--- config.mk ---
export PLATFORM = sky130hd
export DESIGN_NAME = rx78_psg
export DESIGN_NICKNAME = d
export VERILOG_FILES = /design/src/rtl/rx78_psg.sv
export SDC_FILE = /design/constraint.sdc
export NUM_CORES = 1
export LEC_CHECK = 0
export ABC_AREA = 1
export BUFFER_PORTS_ARGS = -buffer_cell sky130_fd_sc_hd__buf_2
export CAP_MARGIN = 5
export CORE_MARGIN = 2
export CORE_UTILIZATION = 55
export DETAILED_ROUTE_END_ITERATION = 8
export MAX_ROUTING_LAYER = met4
export PLACE_DENSITY = 0.69
export SLEW_MARGIN = 20
export SYNTH_ARGS = -nofsm -noshare
export SYNTH_HDL_FRONTEND = slang
export SYNTH_SLANG_ARGS = --single-unit
--- constraint.sdc ---
create_clock -name clk -period 5.1 [get_ports clk]
set_clock_uncertainty 0.15 [all_clocks]
set_input_delay 0.255 -clock clk [delete_from_list [all_inputs] [get_ports clk]]
set_output_delay 0.255 -clock clk [all_outputs]
set_load 0.005 [all_outputs]
--- src/rtl/rx78_psg.sv ---
// RX-78 sound generator: three square-wave tone channels plus one LFSR noise
// channel, 4-bit attenuation per channel, summed into a registered 10-bit sample.
module rx78_psg (
    input  logic       clk,
    input  logic       reset_n,
    input  logic       cen,
    input  logic       wr,
    input  logic [7:0] din,
    output logic [9:0] audio
);

    logic [9:0]  period [3];
    logic [9:0]  count  [3];
    logic [3:0]  atten  [4];
    logic [2:0]  flip;
    logic [2:0]  flip_next;
    logic [2:0]  nc;
    logic [2:0]  latch;
    logic [3:0]  prescale;
    logic [14:0] lfsr;
    logic [5:0]  ncount;
    logic [5:0]  nlimit;
    logic        nflip;
    logic        tick;
    logic        int_rise;
    logic        noise_rise;
    logic        nc_write;
    logic        feedback;
    logic [2:0]  sel;
    logic [9:0]  mix;

    function automatic logic [7:0] level(input logic [3:0] a);
        logic [7:0] v;
        case (a)
            4'd0:    v = 8'd255;
            4'd1:    v = 8'd203;
            4'd2:    v = 8'd161;
            4'd3:    v = 8'd128;
            4'd4:    v = 8'd102;
            4'd5:    v = 8'd81;
            4'd6:    v = 8'd64;
            4'd7:    v = 8'd51;
            4'd8:    v = 8'd40;
            4'd9:    v = 8'd32;
            4'd10:   v = 8'd26;
            4'd11:   v = 8'd20;
            4'd12:   v = 8'd16;
            4'd13:   v = 8'd13;
            4'd14:   v = 8'd10;
            default: v = 8'd0;
        endcase
        return v;
    endfunction

    assign tick     = cen && (prescale == 4'hF);
    // A latch byte addresses its own register; a data byte uses the stored pointer.
    assign sel      = din[7] ? din[6:4] : latch;
    assign nc_write = wr && (sel == 3'b110);

    // Next tone flip-flop state; periods of 0 or 1 pin the output high.
    always_comb begin
        flip_next = flip;
        for (int unsigned n = 0; n < 3; n++) begin
            if (tick && count[n] <= 10'd1) begin
                flip_next[n] = ~flip[n];
            end
            if (period[n] <= 10'd1) begin
                flip_next[n] = 1'b1;
            end
        end
    end

    // Noise clock selection and LFSR feedback.
    always_comb begin
        case (nc[1:0])
            2'd0:    nlimit = 6'd15;
            2'd1:    nlimit = 6'd31;
            default: nlimit = 6'd63;
        endcase
        int_rise   = tick && (ncount >= nlimit) && !nflip;
        noise_rise = (nc[1:0] == 2'd3) ? (!flip[2] && flip_next[2]) : int_rise;
        feedback   = nc[2] ? (lfsr[0] ^ lfsr[1]) : lfsr[0];
    end

    // Channel mix from current register state.
    always_comb begin
        mix = 10'(flip[0] ? level(atten[0]) : 8'd0)
            + 10'(flip[1] ? level(atten[1]) : 8'd0)
            + 10'(flip[2] ? level(atten[2]) : 8'd0)
            + 10'(lfsr[0] ? level(atten[3]) : 8'd0);
    end

    // Divide cen by 16 to produce the tone/noise tick.
    always_ff @(posedge clk) begin
        if (!reset_n) begin
            prescale <= '0;
        end else if (cen) begin
            prescale <= prescale + 4'd1;
        end
    end

    // Tone down-counters; reload from the period held before any same-cycle write.
    always_ff @(posedge clk) begin
        if (!reset_n) begin
            for (int unsigned n = 0; n < 3; n++) begin
                count[n] <= '0;
            end
            flip <= '0;
        end else begin
            for (int unsigned n = 0; n < 3; n++) begin
                if (tick) begin
                    if (count[n] <= 10'd1) begin
                        count[n] <= period[n];
                    end else begin
                        count[n] <= count[n] - 10'd1;
                    end
                end
            end
            flip <= flip_next;
        end
    end

    // Internal noise square generator and LFSR; an NC write reload beats a shift.
    always_ff @(posedge clk) begin
        if (!reset_n) begin
            ncount <= '0;
            nflip  <= 1'b0;
            lfsr   <= 15'h4000;
        end else begin
            if (tick) begin
                if (ncount >= nlimit) begin
                    ncount <= '0;
                    nflip  <= ~nflip;
                end else begin
                    ncount <= ncount + 6'd1;
                end
            end
            if (nc_write) begin
                lfsr <= 15'h4000;
            end else if (noise_rise) begin
                lfsr <= {feedback, lfsr[14:1]};
            end
        end
    end

    // Register file writes from the I/O port.
    always_ff @(posedge clk) begin
        if (!reset_n) begin
            for (int unsigned n = 0; n < 3; n++) begin
                period[n] <= '0;
            end
            for (int unsigned n = 0; n < 4; n++) begin
                atten[n] <= '1;
            end
            nc    <= '0;
            latch <= '0;
        end else if (wr) begin
            if (din[7]) begin
                latch <= din[6:4];
            end
            if (sel[0]) begin
                atten[sel[2:1]] <= din[3:0];
            end else if (sel[2:1] == 2'd3) begin
                nc <= din[2:0];
            end else begin
                for (int unsigned n = 0; n < 3; n++) begin
                    if (sel[2:1] == 2'(n)) begin
                        if (din[7]) begin
                            period[n][3:0] <= din[3:0];
                        end else begin
                            period[n][9:4] <= din[5:0];
                        end
                    end
                end
            end
        end
    end

    // Registered output sample.
    always_ff @(posedge clk) begin
        if (!reset_n) begin
            audio <= '0;
        end else begin
            audio <= mix;
        end
    end

endmodule

## Word level (Yosys, flattened, before mapping)

Memories as Yosys holds them, arrays and structs flattened.
Index checks and enable logic that the tools add are counted.

- $add $sub $neg: 8
- Magnitude comparators: 7
- Equality and inequality tests: 7
- Multiplexer cells: 97
- Bitwise gates (word level): 19
- Reductions and logical operators: 18

Operator list:

| kind | number |
|---|---|
| 1-bit two-way mux | 76 |
| 10-bit by 1-bit less-or-equal comparator with 1-bit output (second input constant) | 6 |
| 10-bit two-way mux | 6 |
| 8-bit two-way mux | 4 |
| 10-bit by 1-bit subtractor with 10-bit output (second input constant) | 3 |
| 6-bit two-way mux | 4 |
| 4-bit two-way mux | 4 |
| 1-bit bitwise OR | 12 |
| 6-bit one-hot mux with 2 select lines | 1 |
| 10-bit by 8-bit adder with 10-bit output | 1 |
| 9-bit by 8-bit adder with 10-bit output | 1 |
| 8-bit by 8-bit adder with 9-bit output | 1 |
| 1-bit logical AND | 8 |
| 6-bit by 1-bit adder with 6-bit output (second input constant) | 1 |
| 2-bit == test (second input constant) | 3 |
| 6-bit greater-or-equal comparator | 1 |
| 1-bit NOT | 6 |
| 4-bit by 1-bit adder with 4-bit output (second input constant) | 1 |
| 2-bit by 1-bit == test with 1-bit output (second input constant) | 2 |
| 4-bit == test (second input constant) | 1 |
| 2-bit zero test | 2 |
| 2-bit nonzero test | 2 |
| 4-bit OR reduction | 1 |
| 3-bit == test (second input constant) | 1 |
| other kinds (7) | 8 |

- Bits in registers: 45
- Memory bits (writable): 76
- Memory bits (read-only): 512
- Input bits: 12
- Output and inout bits: 10
- Logic and storage cells: 173
- Memories: 7

Memory list:

| name | words | width | read ports | clocked after memory_dff | wr ports | RTL line | text |
|---|---|---|---|---|---|---|---|
| (no name shown) | 16 | 8 | 1 | 0 | 0 | 34 | `case (a)` |
| (no name shown) | 16 | 8 | 1 | 0 | 0 | 34 |  |
| (no name shown) | 16 | 8 | 1 | 0 | 0 | 34 |  |
| (no name shown) | 16 | 8 | 1 | 0 | 0 | 34 |  |
| count | 3 | 10 | 3 | 0 | 3 | 13 | `logic [9:0] count [3];` |
| period | 3 | 10 | 3 | 0 | 3 | 12 | `logic [9:0] period [3];` |
| +1 memories | -- | -- | -- | -- | -- | -- |  |

## Depth between registers and ports, before layout

- Depth in word-level cells: 9
- Gate-level depth with buffers: 22
- Gate-level depth less buffers: 22

## Worst setup path before layout

OpenSTA, ideal clock, no wires.

- Path type: reg2reg
- Start: mem atten[2][0]
- End: reg audio[7]
- Library setup time: 0.113 ns
- Arrival time: 3.322 ns
- Data required time: 4.837 ns
- Slack: 1.516 ns
- Stages on the path, launching flop included: 22
- Buffers on the path: 0
- Clock period less this slack: 3.584 ns
- Path through: edfxtp_1 inv_1 ha_1 or2_2 nand2_1 o22ai_1 nor2_1 fa_1 inv_1 fa_1 inv_1 ha_1 inv_1 fa_1 inv_1 nand3_1 nand2_1 nand2_1 nand2_1 a21oi_1 nor2_1 nor2_1

RTL lines:

| what | RTL line | text |
|---|---|---|
| from (decl) | 14 | `logic [3:0] atten [4];` |
| to (signal assigned) | 184 | `audio <= mix;` |
| to (decl) | 9 | `output logic [9:0] audio` |

==> metrics.csv <==
metric,value,unit
Die Y,119,microns
min cycle time layout,3.93,ns
final worst slack,1.17,ns
largest area contributor in the netlist,edfxtp_1,
WP data arrival,4.10,ns
Worst Setup Start Kind,flop,
core box area,12800,sq um
DRT iter0 DRCs,493,
Final ANT Viol Nets,0,
# IOs,22,
"non-filler cells, final",1078,
Max Clk Rate,0.254,GHz
Row Count,41,
layout cells sized above 1,0.108,
"commonest non-fill, non-tap cell in the layout",nand2_1,
setup repair after global routing missed its margin,no,
post-synthesis register bit count,121,
Post-Place Cells,1041,
number of antenna diodes,0,
Critical Path RT,5.27,ns
DR pass1 iterations,6,
Initial Utilization,0.568,
Worst path max stage delay,0.72,ns
TritonCTS buffer count,17,
Clock transition at path regs,0.06,ns
final wirelength,15200,microns
residual DRC count,0,
final setup vio count,0,
clk root buf,clkbuf_16,
Mapped Area,7250,sq um
Vias/cell,5.32,
initial antenna violation count,0,
"critical path, cell by cell",inv_1 > ha_1 > nor2_1 > a2111oi_0 > fa_1 > inv_1 > fa_1 > inv_1 > ha_1 > a21oi_1 > nand2_1 > a21o_1 > a21oi_1 > nand2_1 > nand2_1 > nor2_1,
"Seq/Total Area, Yosys",0.439,
post-synthesis instance total,864,
clk_lat worst skew,0.42,ns
final worst-path cycle share,0.771,
Setup CP Type,flop to flop,
most frequent cells in the layout,"137 x nand2_1, 132 x inv_1, 115 x nor2_1, 76 x edfxtp_1, 60 x a21oi_1",
gpl congestion,0.907,
CTS Buffer Depth,2,
CP max FO,5,
"Hold Vio Cnt, Final",0,
postcts setup bufs,0,
die area,14100,sq um
status,"finished, final reports clean",
Nets,962,
VDD IR-drop max,0.000242,V
ys flop type,edfxtp_1,
number of global-route vias before repair,5497,
"EDFF count, synth",76,
GRT Total Usage,0.236,
gr ovfl total,0,
min-delay worst type,input port to flop,
max_slew headroom,0.466,
placement-stage worst setup slack,1.19,ns
PD cells,319,nW/um^2
CP max-delay cell,a2111oi_0,
Ys Warns,0,
Avg WL per Cell,14.1,microns
die boundary width,119,microns
first-pass GRT wire length,25700,microns
max cap viols,0,
Fin Setup TNS,0,ns
# port buffers,21,
Clock Sinks,121,
final core occ,0.644,
syn nets,933,
HPWL Detailed,10900,microns
Mean Syn Cell Area,8.40,sq um
area grow syn2layout,13.3,%
leading post-synthesis cells by cell area,"edfxtp_1 31%, dfxtp_1 12%, nand2_1 7.1%",
top-area cell type share of the netlist area,0.315,
pins over their slew limit,0,
Max H-tree Level,4,
distinct cell type count after synthesis,49,
# hold bufs at CTS,5,
routed vias,5733,
Post-synth ARST share,0,
CP Capture Type,flop,
Worst-Margin Slew,0.781,ns
largest net degree at the start of global routing,32,
CTS tree,yes,
Pleak,3.85,nW
post-CTS resize count,0,
registers in the layout, indices dropped and copies added (netlist names):
signal / cells
atten: 16
audio: 10
count: 30
flip: 3
latch: 3
lfsr: 15
nc: 3
ncount: 6
nflip: 1
period: 30
prescale: 4
cells in the mapped netlist (2+ instances only):
cell type / instances
nor2_4: 4
clkbuf_1: 5
dfxtp_1: 45
xnor2_1: 5
or2_2: 3
nand2_1: 137
nand3_2: 11
inv_2: 6
o21ai_0: 43
xor2_1: 8
nor2_2: 8
a21oi_1: 60
edfxtp_1: 76
a2111oi_0: 2
o21ai_2: 2
nor4_1: 3
fa_1: 16
nand3_1: 57
o21ai_1: 7
o21bai_1: 2
buf_4: 2
nor2_1: 115
inv_1: 132
nor3b_1: 2
ha_1: 41
o31ai_1: 3
buf_6: 3
nand2_2: 6
nand2_4: 2
nor3_1: 17
o211ai_1: 3
a31oi_1: 5
o22ai_1: 2
a211oi_1: 3
nand4_1: 9
buf_2: 6
worst paths after layout:
check	startpoint	endpoint	slack [ns]	depth (start not counted)
max	atten[0][0]	audio[6]	1.17	16
min	din[1]	atten[3][1]	0.02	3
max reg2reg	atten[0][0]	audio[6]	1.17	16
min reg2reg	lfsr[2]	lfsr[1]	0.32	2
layer usage:
| metal | routed length [microns] | vias to the layer above | GRT usage |
|---|---|---|---|
| met2 | 7120 | 135 | 0.371 |
| li1 | - | 2905 | - |
| met4 | 195 | 0 | 0.0699 |
| met1 | 7230 | 2673 | 0.312 |
| met5 | 0 | - | - |
| met3 | 651 | 20 | 0.0450 |
power breakdown:
part / total [mW] / switching (mW) / internal (mW)
Combinational: 0.123 / 0.0863 / 0.0368
Clock: 1.41 / 0.459 / 0.948
Sequential: 1.09 / 0.0211 / 1.07
Total: 2.62 / 0.567 / 2.06
cell type report:
class / instances / area [sq um]
clock inverter: 13 / 236
clock buffer: 19 / 453
multi-input combinational: 586 / 3440
timing repair buffer: 27 / 163
fill: 1048 / 4550
tap: 172 / 215
inverter: 140 / 531
sequential: 121 / 3180
metrics by stage:
| step | power [mW] | area (sq um) | hold slack [ns] |
|---|---|---|---|
| after floorplan | 1.19 | 7250 | 0.195 |
| after CTS | 2.64 | 8220 | 0.00123 |
| final | 2.62 | 8220 | 0.0200 |
| after global placement | 1.23 | 7480 | 0.306 |
| after detailed placement | 1.23 | 7480 | 0.318 |
| after global routing | 2.70 | 8220 | 0.0364 |
cells by family (layout without fill, tap and decap cells):
kind of cell | Yosys count | in the layout | share of synthesized area
AOI/OAI and AO/OA | 138 | 138 | 0.105
xor gates and xnor gates | 13 | 13 | 0.0157
adders and majority gates | 57 | 57 | 0.115
buffers and inverters | 157 | 199 | 0.0871
DFF | 121 | 121 | 0.439
and+or+nand+nor | 378 | 378 | 0.239
worst max-delay path: cells and delay by family, from the launching register on:
family,cells,cell delay (ns)
flops,1,0.45
buf+inv,3,0.30
fa+ha+maj,4,1.38
simple gates,5,0.35
compound gates,4,1.22
(Power assumes the default switching activity.)
